`config.mk`:
```
export PLATFORM = sky130hd
export DESIGN_NAME = operand_entry
export DESIGN_NICKNAME = d
export VERILOG_FILES = /design/src/rtl/entry_pkg.sv /design/src/rtl/btn_debounce.sv /design/src/rtl/operand_entry.sv
export SDC_FILE = /design/constraint.sdc
export NUM_CORES = 1
export LEC_CHECK = 0
export ABC_AREA = 1
export CORE_MARGIN = 3
export CORE_UTILIZATION = 50
export CTS_BUF_LIST = sky130_fd_sc_hd__clkbuf_8
export CTS_CLUSTER_SIZE = 24
export DETAILED_ROUTE_END_ITERATION = 12
export DONT_BUFFER_PORTS = 1
export GPL_ROUTABILITY_DRIVEN = 0
export PLACE_DENSITY_LB_ADDON = 0.12
export SYNTH_ARGS = -nofsm -noshare
export SYNTH_HDL_FRONTEND = slang
export SYNTH_SLANG_ARGS = --single-unit
```
`constraint.sdc`:
```
create_clock -name clk -period 1.35 [get_ports clk]
set_input_delay 0.2025 -clock clk [delete_from_list [all_inputs] [get_ports clk]]
set_output_delay 0.2025 -clock clk [all_outputs]
set_load 0.01 [all_outputs]
```
`src/rtl/entry_pkg.sv`:
```
`default_nettype none
// +-------------------------------------------------------------------+
// | entry_pkg : shared types/constants for the operand entry front end |
// | rev 1.0                                                           |
// +-------------------------------------------------------------------+
package entry_pkg;

  localparam int OPERAND_W = 4;

  typedef enum logic [1:0] {
    S_A    = 2'd0,
    S_B    = 2'd1,
    S_OP   = 2'd2,
    S_DONE = 2'd3
  } state_t;

endpackage
`default_nettype wire

```
`src/rtl/btn_debounce.sv`:
```
`default_nettype none
// +-------------------------------------------------------------------+
// | btn_debounce : synchronise, debounce, emit 1-cycle press pulse     |
// | rev 1.0                                                           |
// +-------------------------------------------------------------------+
module btn_debounce
  import entry_pkg::*;
#(
  parameter int DEBOUNCE_CYCLES = 16
) (
  input  logic clk,
  input  logic reset,
  input  logic raw,
  output logic pulse
);

  localparam int CW = (DEBOUNCE_CYCLES > 1) ? $clog2(DEBOUNCE_CYCLES) : 1;
  localparam logic [CW-1:0] CNT_LAST = CW'(DEBOUNCE_CYCLES - 1);

  logic          sync1_q, sync2_q;
  logic          stable_q, stable_d;
  logic          stable_prev_q;
  logic [CW-1:0] cnt_q, cnt_d;

  // The counter only runs while the synchronised level disagrees with the
  // accepted level, so any agreeing sample restarts the qualification window.
  always_comb begin
    cnt_d    = '0;
    stable_d = stable_q;
    if (sync2_q != stable_q) begin
      if (cnt_q == CNT_LAST) begin
        stable_d = sync2_q;
      end else begin
        cnt_d = cnt_q + CW'(1);
      end
    end
  end

  always_ff @(posedge clk or negedge reset) begin
    if (!reset) begin
      sync1_q       <= 1'b0;
      sync2_q       <= 1'b0;
      stable_q      <= 1'b0;
      stable_prev_q <= 1'b0;
      cnt_q         <= '0;
    end else begin
      sync1_q       <= raw;
      sync2_q       <= sync1_q;
      stable_q      <= stable_d;
      stable_prev_q <= stable_q;
      cnt_q         <= cnt_d;
    end
  end

  assign pulse = stable_q & ~stable_prev_q;

endmodule
`default_nettype wire

```
`src/rtl/operand_entry.sv`:
```
`default_nettype none
// +-------------------------------------------------------------------+
// | operand_entry : button-driven A / B / op entry for addSub4         |
// | rev 1.0                                                           |
// +-------------------------------------------------------------------+
module operand_entry
  import entry_pkg::*;
#(
  parameter int W               = OPERAND_W,
  parameter int DEBOUNCE_CYCLES = 16
) (
  input  logic         clk,
  input  logic         reset,
  input  logic [W-1:0] sw,
  input  logic         btn_enter_raw,
  input  logic         btn_clear_raw,
  output logic [W-1:0] av,
  output logic [W-1:0] bv,
  output logic         M,
  output logic         operands_valid,
  output logic [1:0]   phase
);

  logic         enter_pulse, clear_pulse;
  state_t       state_q;
  logic [W-1:0] av_q, bv_q;
  logic         m_q, valid_q;

  btn_debounce #(.DEBOUNCE_CYCLES(DEBOUNCE_CYCLES)) u_enter (
    .clk  (clk),
    .reset(reset),
    .raw  (btn_enter_raw),
    .pulse(enter_pulse)
  );

  btn_debounce #(.DEBOUNCE_CYCLES(DEBOUNCE_CYCLES)) u_clear (
    .clk  (clk),
    .reset(reset),
    .raw  (btn_clear_raw),
    .pulse(clear_pulse)
  );

  // Clear is checked first so it beats an enter pulse in the same cycle.
  always_ff @(posedge clk or negedge reset) begin
    if (!reset) begin
      state_q <= S_A;
      av_q    <= '0;
      bv_q    <= '0;
      m_q     <= 1'b0;
      valid_q <= 1'b0;
    end else if (clear_pulse) begin
      state_q <= S_A;
      av_q    <= '0;
      bv_q    <= '0;
      m_q     <= 1'b0;
      valid_q <= 1'b0;
    end else if (enter_pulse) begin
      case (state_q)
        S_A: begin
          av_q    <= sw;
          state_q <= S_B;
        end
        S_B: begin
          bv_q    <= sw;
          state_q <= S_OP;
        end
        S_OP: begin
          m_q     <= sw[0];
          valid_q <= 1'b1;
          state_q <= S_DONE;
        end
        default: begin
          valid_q <= 1'b0;
          state_q <= S_A;
        end
      endcase
    end
  end

  assign av             = av_q;
  assign bv             = bv_q;
  assign M              = m_q;
  assign operands_valid = valid_q;
  assign phase          = state_q;

endmodule
`default_nettype wire

```
==> flow_metrics.tcl, run 1 <==
set metrics [dict create \
    status "finished clean" \
    finalSetupViolCount 0 \
    start_util_pct 55.12 \
    synth_top_area_share_pct 55.34 \
    post_cts_buffers 0 \
    first_pass_iters 4 \
    synth.avg_cell_area_sq_um 9.175 \
    io_pins 20 \
    synth-adder-area-share_pct 4.941 \
    clk_pin_slew_ps 90 \
    via_per_inst 5.104 \
    critPathMaxFanout 3 \
    synth_cell_type_count 19 \
    p_int_mw 1.304 \
    synth-seq-cells 28 \
    core_area_sq_um 2297 \
    finalClockSkew_ps 5.527 \
    maxCapViolCount 0 \
    swShare_pct 20.41 \
    cp.arrival_ps 1460 \
    synth-compound-area-share_pct 2.174 \
    p_per_area_nw_per_um2 1158 \
    cts_tree "yes" \
    synthMuxAreaShare_pct 0 \
    clk_latency_ps 270 \
    drt-initial-drc-count 17 \
    overflow 0 \
    ant_nets 0 \
    grt_pass1_wl_mm 3.719 \
    synthesis.area_sq_um 1266 \
    clock_path_buffers 2 \
    rows 17 \
    synthesis.nets 151 \
    synthSimpleGateAreaFrac_pct 28.56 \
    wl_mm 2.201 \
    finalPower_mw 1.638 \
    drc_errors 0 \
    synth_cells 138 \
    crit_path_end_kind "register" \
    crit_type "register to register" \
    wl_per_cell_um 12.72 \
    vias 883 \
    leakage_nw 0.7002 \
    max_freq_mhz 807.2 \
    ys_top_cells_by_area "dfrtp_1, nand2_1, nand3_1" \
    whs_ps 141.8 \
    die_w_um 56.33 \
    worst_slew_pin_slew_ps 217.6 \
    seqPwrFrac_pct 54.8 \
    cts_buffers 3 \
    h-tree-depth 1 \
    yosys.area.top_type "dfrtp_1" \
    ir_worst_vdd_v 0.001105 \
    area_growth_pct 11.76 \
    dieArea_sq_um 3173 \
    grt_max_degree 29 \
    p_sw_uw 334.4 \
    hold_violations 0 \
    finalSetupTns_ps 0 \
    power_frac_comb_pct 5.5 \
    worstPathRequired_ps 1570 \
    grt_setup_unrepaired "no" \
    ctsRootBufferMaster "clkbuf_8" \
    slew_violations 0 \
    drive_gt1_share_pct 12.41 \
    n_antenna_cell 0 \
    dp_hpwl_mm 1.593 \
    grt_pass1_vias 892 \
    antenna_found_initial 0 \
    cts.sinks 28 \
    period_minus_slack_ps 1239 \
    portBuffers 0 \
    cp-start-kind "register" \
    finalCritPeriodShare_pct 91.77 \
    synthXorXnorAreaFrac_pct 1.383 \
    synth_warnings 0 \
    fin_nets 159 \
    grt_usage_pct 14.96 \
    die_height_um 56.33 \
    p_clk_share_pct 39.7 \
    synth_top_family_by_area "simple AND/OR/NAND/NOR gates" \
    yosysSeqAreaShare_pct 55.34 \
    slew_headroom_pct 85.49 \
    hold_path.class "input port to register" \
]
==> area by class of cell <==
class	instances	area [sq um]
clock buffer	3	41.29
clock inverter	1	30.03
fill	200	882.1
inverter	21	85.08
multi-input combinational	88	471.7
sequential	28	701.9
tap	28	35.03
timing repair buffer	4	50.05
==> cells by family after synthesis <==
group | after synthesis
flip-flops | 28
adder cells (fa/ha/maj) | 5
AND/OR/NAND/NOR | 76
AO/OA/AOI/OAI | 5
XOR/XNOR | 2
buffers and inverters | 22
==> stage by stage <==
step / setup slack (ps) / instance area (sq um) / cells / util [%]
detailed placement: 96.42 / 1290 / 165 / 56.15
floorplan: 227.5 / 1266 / 138 / -
CTS: 77.56 / 1411 / 173 / 61.44
global placement: 152.3 / 1290 / 165 / 56.15
finish: 111.1 / 1415 / 173 / 61.60
global route: 5.653 / 1415 / 173 / 61.60
==> cell usage in the layout, fill, tap and decap left out <==
cell type	instances
ha_1	4
clkinv_4	1
clkinv_2	1
nor2_1	13
nor2_4	1
nand2_1	38
o21ai_1	2
dfrtp_1	27
nor2_2	1
ha_2	1
dlygate4sd3_1	3
xnor2_1	2
inv_1	16
nand4_1	3
inv_2	3
nand3_1	16
nand2_4	3
o211ai_1	1
bufinv_16	1
buf_12	1
nor2_8	1
clkbuf_8	3
dfrtp_2	1
o21ai_0	2
==> timing repair <==
action,in CTS,in global routing
gates resized for setup,0,2
endpoints found under the setup margin,0,6
endpoints found under the hold margin,30,0
hold buffers,4,0
==> registers in the layout (all words and copies together) (netlist names) <==
| register | cells |
|---|---|
| av | 4 |
| bv | 4 |
| u_clear.cnt_q | 4 |
| u_enter.cnt_q | 4 |
| phase | 2 |
| M | 1 |
| operands_valid | 1 |
| u_clear.stable_prev_q | 1 |
| u_clear.stable_q | 1 |
| u_clear.sync1_q | 1 |
| u_clear.sync2_q | 1 |
| u_enter.stable_prev_q | 1 |
| u_enter.stable_q | 1 |
| u_enter.sync1_q | 1 |
| u_enter.sync2_q | 1 |
==> power groups by stage <==
stage	clock, mW	sequential, mW	combinational [mW]
final	0.650	0.898	0.0904
after detailed placement	0	0.916	0.0606
after floorplan	0	0.909	0.0507
after CTS	0.664	0.899	0.0914
after global routing	0.685	0.903	0.107
after global placement	0	0.914	0.0582
==> worst max-delay path, stage by stage, from the launching register on <==
cell and delay (ps):
dfrtp_1 450, inv_1 150, ha_1 270, inv_1 60, nand2_1 60, nand2_1 40
nand2_1 60, nand2_1 40, nand2_1 50
==> per-layer routing <==
layer | part of all wire [%] | GRT usage [%]
met1 | 40 | 15.27
met2 | 53 | 27.38
met3 | 5.8 | 5.977
met4 | 0.64 | 5.085
met5 | 0 | 0
==> final timing paths <==
| path | slack (ps) | cells past startpoint | endpoint | from |
|---|---|---|---|---|
| worst max-delay path | 110 | 8 | operands_valid | phase[1] |
| worst min-delay path | 140 | 4 | bv[1] | sw[1] |
| worst max register to register | 110 | 8 | operands_valid | phase[1] |
| worst min register to register | 360 | 0 | u_enter.sync2_q | u_enter.sync1_q |
| max in group asynchronous | 800 | 2 | phase[0] | reset |
| min in group asynchronous | 390 | 2 | operands_valid | reset |
==> cell usage after synthesis, drive strengths merged <==
cell	n
nand3	16
ha	5
clkinv	2
nand4	3
nand2	41
inv	19
xnor2	2
dfrtp	28
o21ai	4
buf	1
o211ai	1
nor2	16
Power figures use the tool's default switching activity.
==> run 2, diff against run 1 <==
--- a/config.mk
+++ b/config.mk
@@ -7,13 +7,14 @@
 export LEC_CHECK = 0
 export ABC_AREA = 1
 export CORE_MARGIN = 3
-export CORE_UTILIZATION = 50
+export CORE_UTILIZATION = 55
 export CTS_BUF_LIST = sky130_fd_sc_hd__clkbuf_8
 export CTS_CLUSTER_SIZE = 24
 export DETAILED_ROUTE_END_ITERATION = 12
 export DONT_BUFFER_PORTS = 1
 export GPL_ROUTABILITY_DRIVEN = 0
 export PLACE_DENSITY_LB_ADDON = 0.12
+export SETUP_SLACK_MARGIN = 0.05
 export SYNTH_ARGS = -nofsm -noshare
 export SYNTH_HDL_FRONTEND = slang
 export SYNTH_SLANG_ARGS = --single-unit
==> flow_metrics.tcl, run 2 (synthesis gave the netlist of run 1 again) <==
set metrics [dict create \
    status "finished clean" \
    ir_worst_vdd_v 0.0007345 \
    worst_slack_ps 154.7 \
    io_pins 20 \
    wl_mm 2.031 \
    drive_gt1_share_pct 11.72 \
    dp_hpwl_mm 1.535 \
    cts_buffers 3 \
    via_per_inst 5.087 \
    max_freq_mhz 836.6 \
    finalClockSkew_ps 3.703 \
    p_per_area_nw_per_um2 1075 \
    drt-initial-drc-count 17 \
    slew_violations 0 \
    hold_violations 0 \
    cp-start-kind "register" \
    clk_pin_slew_ps 90 \
    critPathMaxFanout 4 \
    core_area_sq_um 2062 \
    grt_pass1_vias 817 \
    clock_path_buffers 2 \
    place_inst 164 \
    slew_headroom_pct 86.03 \
    overflow 0 \
    drc_errors 0 \
    antenna_found_initial 0 \
    cts.sinks 28 \
    whs_ps 144.6 \
    h-tree-depth 1 \
    area_growth_pct 10.18 \
    clk_latency_ps 270 \
    die_height_um 53.98 \
    leakage_nw 0.6942 \
    finalSetupViolCount 0 \
    dieArea_sq_um 2914 \
    grt_max_degree 29 \
    wl_per_cell_um 11.81 \
    multiInputGateArea_sq_um 469.2 \
    finalSetupTns_ps 0 \
    portBuffers 0 \
    die_w_um 53.98 \
    grt_usage_pct 15.61 \
    fill_cells 153 \
    cts_tree "yes" \
    ant_nets 0 \
    stdcell_area_sq_um 1395 \
    n_antenna_cell 0 \
    crit_path_end_kind "register" \
    vias 875 \
    period_minus_slack_ps 1195 \
    hold_path.class "input port to register" \
    worst_slew_pin_slew_ps 209.5 \
    crit_type "register to register" \
    grt_setup_unrepaired "no" \
    ctsRootBufferMaster "clkbuf_8" \
    cp.arrival_ps 1370 \
    layout_common_cells "nand2_1, dfrtp_1, nand3_1, inv_1, nor2_1" \
    start_util_pct 61.41 \
    first_pass_iters 4 \
    grt_pass1_wl_mm 3.263 \
    maxCapViolCount 0 \
    post_cts_buffers 0 \
    finalNonFillerCells 172 \
    pre_cts_ws_ps 114.7 \
    final_common_cell "nand2_1" \
    place_area_sq_um 1289 \
    finalCritPeriodShare_pct 88.54 \
    regArea_sq_um 701.9 \
    worstPathRequired_ps 1520 \
    rows 16 \
    fin_nets 159 \
]
run 2: worst max-delay path, cell delays in order, from the launching register on:
cell and delay (ps):
dfrtp_1 420, inv_1 100, ha_1 260, inv_1 70
nand2_1 50, nand2_1 50, nand2_1 50, nand2_1 60
nand2_1 40
run 2: report_power, final:
part	switching (mW)	internal (mW)
logic	0.0513	0.0374
registers	0.0290	0.869
clock network	0.252	0.261
total	0.332	1.17
run 2: routing by layer:
layer / share of wire (%) / wire length [um] / up-vias / GRT usage (%)
met1: 42 / 853 / 412 / 17.16
met4: 1.0 / 21 / 0 / 4.979
met3: 4.1 / 83 / 2 / 2.770
met5: 0 / 0 / - / 0
met2: 53 / 1072 / 17 / 29.84
li1: - / - / 444 / -
run 2: final timing paths:
check,start,endpoint,slack [ps],cells past startpoint
worst min-delay path,sw[1],bv[1],140,4
worst min register to register,u_enter.sync1_q,u_enter.sync2_q,360,0
min in group asynchronous,reset,bv[2],370,2
worst max-delay path,phase[1],operands_valid,150,8
max in group asynchronous,reset,phase[0],810,2
worst max register to register,phase[1],operands_valid,150,8
run 2: what timing repair did:
item / in CTS / in global routing
hold buffers: 4 / 0
resized for setup: 0 / 1
endpoints found under the hold margin: 30 / 0
setup endpoints to repair: 0 / 4
run 2: stage by stage:
stage	power [mW]	utilization [%]
2_1_floorplan	0.9597	-
3_3_place_gp	0.9716	62.50
3_5_place_dp	0.9758	62.50
4_1_cts	1.515	67.60
5_1_grt	1.568	67.66
6_report	1.500	67.66
run 2: layout make-up:
cell class	instances	share of cell area, %
Sequential cell	28	50.31
Tap cell	27	2.422
Timing Repair Buffer	4	3.587
Inverter	21	6.099
Multi-Input combinational cell	88	33.63
Clock buffer	4	3.946
==> run 3, diff against run 2 <==
--- a/config.mk
+++ b/config.mk
@@ -5,7 +5,7 @@
 export SDC_FILE = /design/constraint.sdc
 export NUM_CORES = 1
 export LEC_CHECK = 0
-export ABC_AREA = 1
+export ABC_AREA = 0
 export CORE_MARGIN = 3
 export CORE_UTILIZATION = 55
 export CTS_BUF_LIST = sky130_fd_sc_hd__clkbuf_8
==> flow_metrics.tcl, run 3 <==
set metrics [dict create \
    status "finished clean" \
    drt-initial-drc-count 20 \
    synth-seq-cells 28 \
    antenna_found_initial 0 \
    clock_path_buffers 2 \
    synth_edf_count 0 \
    cp.arrival_ps 1430 \
    drc_errors 0 \
    synth.avg_cell_area_sq_um 11.69 \
    clk_latency_ps 270 \
    ctsRootBufferMaster "clkbuf_8" \
    ys_top_cells_by_area "dfrtp_1, a21oi_1, ha_1" \
    die_w_um 52.10 \
    rows 16 \
    yosys.area.top_type "dfrtp_1" \
    ant_nets 0 \
    synthArstFlopShare_pct 100.0 \
    slew_violations 0 \
    start_util_pct 58.96 \
    p_per_area_nw_per_um2 1043 \
    fin_nets 127 \
    grt_pass1_wl_mm 2.980 \
    multiInputGateArea_sq_um 470.5 \
    worst_slew_pin_slew_ps 314.9 \
    synth_cell_type_count 22 \
    maxCapViolCount 0 \
    leakage_nw 0.5904 \
    fill_cells 147 \
    finalCritPeriodShare_pct 93.00 \
    ir_worst_vdd_v 0.0008050 \
    dp_hpwl_mm 1.309 \
    slew_headroom_pct 78.85 \
    grt_setup_unrepaired "yes" \
    wl_per_cell_um 13.81 \
    crit_type "register to register" \
    overflow 0 \
    vias 752 \
    synth_warnings 0 \
    die_height_um 52.10 \
    core_area_sq_um 1982 \
    drive_gt1_share_pct 18.58 \
    area_growth_pct 17.13 \
    crit_path_end_kind "register" \
    cts.sinks 28 \
    cts_tree "yes" \
    io_pins 20 \
    synthesis.nets 113 \
    n_antenna_cell 0 \
    grt_pass1_vias 673 \
    period_minus_slack_ps 1255 \
    via_per_inst 5.371 \
    cp-start-kind "register" \
    first_pass_iters 4 \
    synth_cells 100 \
    wl_mm 1.933 \
    grt_max_degree 29 \
    finalSetupTns_ps 0 \
    regArea_sq_um 701.9 \
    synth_ff_type "dfrtp_1" \
    synth_top_area_share_pct 59.96 \
    cts_buffers 3 \
    hold_path.class "input port to register" \
    clk_pin_slew_ps 90 \
    final_common_cell "dfrtp_1" \
    hold_violations 0 \
    yosys.cell_count.top_type "dfrtp_1" \
    synthesis.area_sq_um 1169 \
    worstPathRequired_ps 1520 \
    grt_usage_pct 15.33 \
    finalClockSkew_ps 6.510 \
    whs_ps 62.40 \
    critPathMaxFanout 2 \
    synth_common_cells "dfrtp_1, a21oi_1, nand3_1" \
    portBuffers 0 \
    layout_common_cells "dfrtp_1, a21oi_1, nand3_1, nand2_1, buf_4" \
    h-tree-depth 1 \
    yosysSeqAreaShare_pct 59.96 \
    dieArea_sq_um 2714 \
    finalSetupViolCount 0 \
    max_freq_mhz 796.5 \
]
run 3: cell count changes after synthesis, sizes merged, moves of 3 or more:
cell	change
nand2	-33
inv	-15
a21oi	+13
nor2	-10
nand3	-5
nor2b	+4
nand4	-3
run 3: report_power, final:
part | switching, mW | leakage [nW] | internal, mW
clock | 0.239 | 0.0269 | 0.204
combinational | 0.0429 | 0.235 | 0.0440
sequential | 0.0289 | 0.329 | 0.869
run 3: cells by family (layout without fill, tap and decap cells):
group                      after synthesis  after routing  share of synthesized area (%)
AOI/OAI and AO/OA                       18             18                          8.673
and+or+nand+nor                         35             35                          16.70
DFF                                     28             28                          59.96
muxes                                    4              4                          3.640
adders and majority gates                5              5                          5.353
xor gates and xnor gates                 4              4                          2.998
buffers and inverters                    6             19                          2.676
run 3: per-layer routing:
layer  share of wire (%)  track usage, %
met5                   0               0
met4                 2.2           9.170
met3                 6.7           5.158
met2                  45           22.59
met1                  46           19.39
run 3: final timing paths:
| check | slack, ps | endpoint | startpoint | depth (start not counted) |
|---|---|---|---|---|
| min reg2reg | 360 | u_enter.sync2_q | u_enter.sync1_q | 0 |
| max in group asynchronous | 820 | phase[0] | reset | 2 |
| min | 60 | bv[0] | sw[0] | 2 |
| max reg2reg | 90 | operands_valid | phase[1] | 5 |
| min in group asynchronous | 370 | bv[0] | reset | 2 |
| max | 90 | operands_valid | phase[1] | 5 |
run 3: stage by stage:
| stage | cells | utilization (%) | setup slack (ps) | area [sq um] | power [mW] |
|---|---|---|---|---|---|
| finish | 140 | 69.07 | 94.56 | 1369 | 1.427 |
| global route | 140 | 69.07 | 30.82 | 1369 | 1.491 |
| CTS | 138 | 67.80 | 69.41 | 1344 | 1.449 |
| detailed placement | 130 | 63.01 | 81.05 | 1249 | 0.9697 |
| global placement | 130 | 63.01 | 101.0 | 1249 | 0.9678 |
| floorplan | 100 | - | 56.19 | 1194 | 0.9555 |
run 3: timing repair:
action	4_1_cts	5_1_grt
hold buffers	4	0
hold endpoints to repair	30	0
resized for setup	0	2
buffers inserted	0	2
setup endpoints to repair	0	2
run 3: critical path: stages (launching register included):
cell	delay, ps
dfrtp_1	370
inv_2	80
ha_4	170
nor4b_4	270
mux2i_1	200
nor2_1	50
run 3: layout make-up:
type / count / share of cell area (%)
repair buffers: 11 / 7.495
clock buffers: 3 / 3.016
inverters: 4 / 1.097
multi-input cells: 66 / 34.37
clock inverters: 1 / 0.2742
flip-flops and latches: 28 / 51.28
well taps: 27 / 2.468
